**src/rtl/exe_cmd_issue_unit.sv**
```systemverilog
// exe_cmd_issue_unit: ARM decode, condition gating, ID/EX register and NZCV status register
module exe_cmd_issue_unit (
  input  logic        clk,
  input  logic        rst_n,
  input  logic [31:0] instr_in,
  input  logic        instr_valid,
  input  logic        freeze,
  input  logic        flush,
  input  logic [3:0]  alu_sr_out,
  output logic [3:0]  exe_cmd,
  output logic [3:0]  sr_in,
  output logic [3:0]  ex_rn,
  output logic [3:0]  ex_rd,
  output logic [11:0] ex_shift_operand,
  output logic        ex_imm,
  output logic        ex_wb_en,
  output logic        ex_mem_read,
  output logic        ex_mem_write,
  output logic        ex_branch,
  output logic        ex_s,
  output logic        ex_valid
);
  logic [3:0] cond, opcode, cmd, f, sr;
  logic [1:0] mode;
  logic       sl, wb, mr, mw, br, s, def, cond_ok, issue, capture;
  logic       n, z, c, v;
  assign cond    = instr_in[31:28];
  assign mode    = instr_in[27:26];
  assign opcode  = instr_in[24:21];
  assign sl      = instr_in[20];
  assign capture = ex_valid && ex_s;
  // forward the EX-stage flags so the next instruction sees them a cycle early
  assign f       = capture ? alu_sr_out : sr;
  assign {n, z, c, v} = f;
  assign sr_in   = sr;
  always_comb begin
    cmd = 4'b0000;
    wb  = 1'b0;
    mr  = 1'b0;
    mw  = 1'b0;
    br  = 1'b0;
    s   = 1'b0;
    def = 1'b0;
    case (mode)
      2'b00: begin
        def = 1'b1;
        wb  = 1'b1;
        s   = sl;
        case (opcode)
          4'b1101: cmd = 4'b0001;
          4'b1111: cmd = 4'b1001;
          4'b0100: cmd = 4'b0010;
          4'b0101: cmd = 4'b0011;
          4'b0010: cmd = 4'b0100;
          4'b0110: cmd = 4'b0101;
          4'b0000: cmd = 4'b0110;
          4'b1100: cmd = 4'b0111;
          4'b0001: cmd = 4'b1000;
          4'b1010: begin cmd = 4'b0100; wb = 1'b0; s = 1'b1; end
          4'b1000: begin cmd = 4'b0110; wb = 1'b0; s = 1'b1; end
          default: def = 1'b0;
        endcase
      end
      2'b01: begin
        def = 1'b1;
        cmd = 4'b0010;
        mr  = sl;
        wb  = sl;
        mw  = !sl;
      end
      2'b10: begin
        def = 1'b1;
        br  = 1'b1;
      end
      default: def = 1'b0;
    endcase
  end
  always_comb begin
    cond_ok = 1'b0;
    case (cond)
      4'h0: cond_ok = z;
      4'h1: cond_ok = !z;
      4'h2: cond_ok = c;
      4'h3: cond_ok = !c;
      4'h4: cond_ok = n;
      4'h5: cond_ok = !n;
      4'h6: cond_ok = v;
      4'h7: cond_ok = !v;
      4'h8: cond_ok = c && !z;
      4'h9: cond_ok = !c || z;
      4'hA: cond_ok = n == v;
      4'hB: cond_ok = n != v;
      4'hC: cond_ok = !z && (n == v);
      4'hD: cond_ok = z || (n != v);
      4'hE: cond_ok = 1'b1;
      default: cond_ok = 1'b0;
    endcase
  end
  assign issue = instr_valid && def && cond_ok && !freeze && !flush;
  always_ff @(posedge clk) begin
    if (!rst_n) begin
      sr               <= 4'b0000;
      exe_cmd          <= 4'b0000;
      ex_rn            <= 4'b0000;
      ex_rd            <= 4'b0000;
      ex_shift_operand <= 12'h000;
      ex_imm           <= 1'b0;
      ex_wb_en         <= 1'b0;
      ex_mem_read      <= 1'b0;
      ex_mem_write     <= 1'b0;
      ex_branch        <= 1'b0;
      ex_s             <= 1'b0;
      ex_valid         <= 1'b0;
    end else begin
      sr               <= capture ? alu_sr_out : sr;
      exe_cmd          <= issue ? cmd : 4'b0000;
      ex_rn            <= instr_in[19:16];
      ex_rd            <= instr_in[15:12];
      ex_shift_operand <= instr_in[11:0];
      ex_imm           <= instr_in[25];
      ex_wb_en         <= issue && wb;
      ex_mem_read      <= issue && mr;
      ex_mem_write     <= issue && mw;
      ex_branch        <= issue && br;
      ex_s             <= issue && s;
      ex_valid         <= issue;
    end
  end
endmodule

```
**config.mk**
```make
export PLATFORM = sky130hd
export DESIGN_NAME = exe_cmd_issue_unit
export DESIGN_NICKNAME = d
export VERILOG_FILES = /design/src/rtl/exe_cmd_issue_unit.sv
export SDC_FILE = /design/constraint.sdc
export NUM_CORES = 1
export LEC_CHECK = 0
export CORE_MARGIN = 4
export CORE_UTILIZATION = 30
export DETAILED_ROUTE_END_ITERATION = 10
export GPL_TIMING_DRIVEN = 0
export PLACE_DENSITY = 0.6
export SYNTH_ARGS = -nofsm -noshare
export SYNTH_HDL_FRONTEND = slang
export SYNTH_SLANG_ARGS = --single-unit
export TNS_END_PERCENT = 20
```
**constraint.sdc**
```tcl
create_clock -name clk -period 3.4 [get_ports clk]
set_input_delay 0.68 -clock clk [delete_from_list [all_inputs] [get_ports clk]]
set_output_delay 0.68 -clock clk [all_outputs]
set_load 0.005 [all_outputs]
```
==> impl_metrics.toml <==
[cts]
cts_tree = "built"
cts_sinks = 35
cts_setup_buffers = 0
cts.root.buffer_cell = "clkbuf_8"
cts_buffers = 5
clockBufferDepth = 2
cts-resized-gates = 0
path_clk_slew_ns = 0.07
cts_max_level = 2
clk_latency_ns = 0.28
cts_hold_buf = 0

[logic_synthesis]
synth_warnings = 0
synth-seq-area-share_pct = 47.2
synth_cell_type_count = 41
avgSynthCellArea_um2 = 9.89
ys_ff_latch = 35
syn_inst = 150
synth_area_um2 = 1480
synth_fp_nets = 195

[floorplan]
die_h_um = 78.3
start_util_pct = 31.2
die_x_um = 78.3
io-pin-count = 76
dieArea_um2 = 6140
num_rows = 25
fp.coreArea_um2 = 4750

[route]
num_vias = 1352
drcViolationCount = 0
drtIter0Drc = 36
drt_pass1_iterations = 4
wl_per_cell_um = 13.2
finalWirelength_um = 3920
ant_nets = 0
vias_per_cell = 4.54

[power_and_ir_drop]
leakagePower_nw = 0.928
p_clk_share_pct = 43.6
switching_share_pct = 19.9
power.internal_uw = 801
power_frac_seq_pct = 42.7
ir_drop_uv = 164
power_density_nw_per_um2 = 411
p_sw_uw = 199
pwr-share-comb_pct = 13.7

[global_routing]
grt_max_degree = 12
antenna_found_initial = 0
grt_usage_pct = 13.4
busiest_layer = "met2"
met2_usage_pct = 22.1
grt_pass1_vias = 1344
grtUsageMet3_pct = 3.21
grt_overflow = 0
gr-usage-met1_pct = 16.7
grt_pass1_wl_um = 6530

[timing]
fmax_mhz = 380
slew_viol_final = 0
skew_ns = 0.00662
hold_viol = 0
period_share_pct = 77.4
slew_headroom_pct = 60.3
worst_pin_slew_ns = 0.595
setup_viol = 0
fin_crit_ns = 2.63
rsz0062_at_grt = "no"
tns_ns = 0

[layout]
design_area_um2 = 2430
diodes = 0
nNetsFinal = 275
drive_gt1_share_pct = 6.93
final_common_cell = "clkdlybuf4s50_1"
final_cell_mix = "clkdlybuf4s50_1 (73), dfxtp_1 (35), and2_1 (22), inv_1 (8), nand2_1 (7)"
n_fill_cell = 463
syn_to_final_growth_pct = 63.8

[critical_path]
r2r-start = "ex_valid$_SDFF_PN0_"
crit_type = "input port to flop"
cp.arrival_ns = 2.81
crit_path_max_fanout = 8
startpoint = "instr_in[26]"
critPathRequiredTime_ns = 3.58
start_kind = "input port"
end_kind = "flop"

[placement]
hpwl_um = 3030
gp_congestion = 0.826
placedInstanceArea_um2 = 2300
port_buffers = 73

[run_status]
outcome = "finished clean"

[run]
cap_violations = 0

[min_path]
hold_start = "sr_in[1]$_SDFF_PN0_"
hold_path.class = "flop to flop"
==> cell families (layout without fill, tap and decap cells) <==
kind of cell             after synthesis  after routing  share of synthesized area (%)
multiplexers                           2              2                           2.19
XOR/XNOR                               3              3                           1.77
adder cells (fa/ha/maj)                4              4                           3.37
buffers and inverters                 13             94                           3.46
flip-flops                            35             35                           47.2
AND/OR/NAND/NOR                       59             59                           23.4
AO/OA/AOI/OAI                         34             34                           18.6
==> Yosys cell counts <==
library cell / n / share of area, %
and2_1: 22 / 9.3
ha_1: 4 / 3.4
nand4_1: 2 / 0.84
a41oi_2: 1 / 1.1
nor4bb_1: 1 / 0.67
nor3_1: 2 / 0.67
and3b_1: 1 / 0.59
a211oi_1: 6 / 3.0
a211o_1: 1 / 0.59
a21bo_2: 1 / 0.67
a31oi_1: 2 / 0.84
nor4b_1: 1 / 0.59
a2111oi_4: 1 / 1.9
or3_1: 2 / 0.84
and3_1: 5 / 2.1
nand2_1: 7 / 1.8
nor2_1: 2 / 0.51
mux4_2: 1 / 1.5
a21oi_1: 4 / 1.3
o21a_1: 3 / 1.5
a21boi_0: 3 / 1.5
a21o_1: 1 / 0.51
mux2i_1: 1 / 0.67
nand2_2: 1 / 0.42
o22a_1: 1 / 0.59
inv_1: 8 / 2.0
nand3b_1: 1 / 0.51
o21bai_1: 1 / 0.51
a41oi_1: 2 / 1.2
o21ai_0: 4 / 1.3
a211oi_2: 1 / 0.84
nor2b_1: 3 / 1.3
nand2b_1: 2 / 0.84
a31o_2: 1 / 0.59
clkbuf_1: 3 / 0.76
or4_1: 1 / 0.51
buf_2: 2 / 0.67
o211ai_1: 1 / 0.51
nand3_1: 6 / 2.0
xnor2_1: 3 / 1.8
dfxtp_1: 35 / 47
==> area by class of cell <==
cell class / instances / area [um^2] / share of cell area [%]
clock buffers: 6 / 72.6 / 2.99
clock inverters: 2 / 60.1 / 2.47
repair buffers: 73 / 731 / 30.1
well taps: 67 / 83.8 / 3.45
multi-input cells: 102 / 732 / 30.1
plain buffers: 5 / 21.3 / 0.875
inverters: 8 / 30.0 / 1.24
flip-flops and latches: 35 / 701 / 28.8
==> metal layers <==
| metal | routed length (um) | vias up | share of wire [%] |
|---|---|---|---|
| met1 | 1740 | 610 | 44 |
| li1 | - | 689 | - |
| met3 | 212 | 9 | 5.4 |
| met2 | 1870 | 44 | 48 |
| met5 | 0 | - | 0 |
| met4 | 99 | 0 | 2.5 |
==> sequential cells by signal, indices dropped and copies added, names as in the netlist <==
register          cells
ex_branch             1
ex_imm                1
ex_mem_read           1
ex_mem_write          1
ex_rd                 4
ex_rn                 4
ex_s                  1
ex_shift_operand     12
ex_valid              1
ex_wb_en              1
exe_cmd               4
sr_in                 4
==> worst paths after layout <==
path,depth (start not counted),to,slack [ns]
setup / recovery,6,ex_mem_write$_SDFF_PN0_,0.77
hold reg to reg,2,sr_in[1]$_SDFF_PN0_,0.64
hold / removal,2,sr_in[1]$_SDFF_PN0_,0.64
setup reg to reg,6,exe_cmd[1]$_SDFF_PN0_,1.33
==> metrics by stage <==
| step | utilization, % | total power, mW | hold slack (ns) | worst slack, ns | instances |
|---|---|---|---|---|---|
| 2_1_floorplan | - | 0.486 | 0.593 | 1.18 | 150 |
| 3_3_place_gp | 48.3 | 0.572 | 0.612 | 0.438 | 290 |
| 3_5_place_dp | 48.3 | 0.574 | 0.612 | 0.450 | 290 |
| 4_1_cts | 51.1 | 1.02 | 0.634 | 0.742 | 298 |
| 5_1_grt | 51.1 | 1.05 | 0.718 | 0.633 | 298 |
| 6_report | 51.1 | 0.999 | 0.640 | 0.768 | 298 |
==> worst max-delay path, cell delays in order <==
cell,delay [ns]
clkdlybuf4s50_1,0.45
ha_1,0.21
or4_1,0.51
a41oi_1,0.30
nand2_1,0.29
a2111oi_4,0.36
==> power groups by stage <==
stage               combinational [mW]  sequential, mW  clock (mW)
finish                           0.137           0.427       0.436
global route                     0.149           0.428       0.470
CTS                              0.138           0.427       0.450
detailed placement               0.137           0.436           0
global placement                 0.136           0.436           0
floorplan                       0.0476           0.438           0
Power figures use the tool's default switching activity.
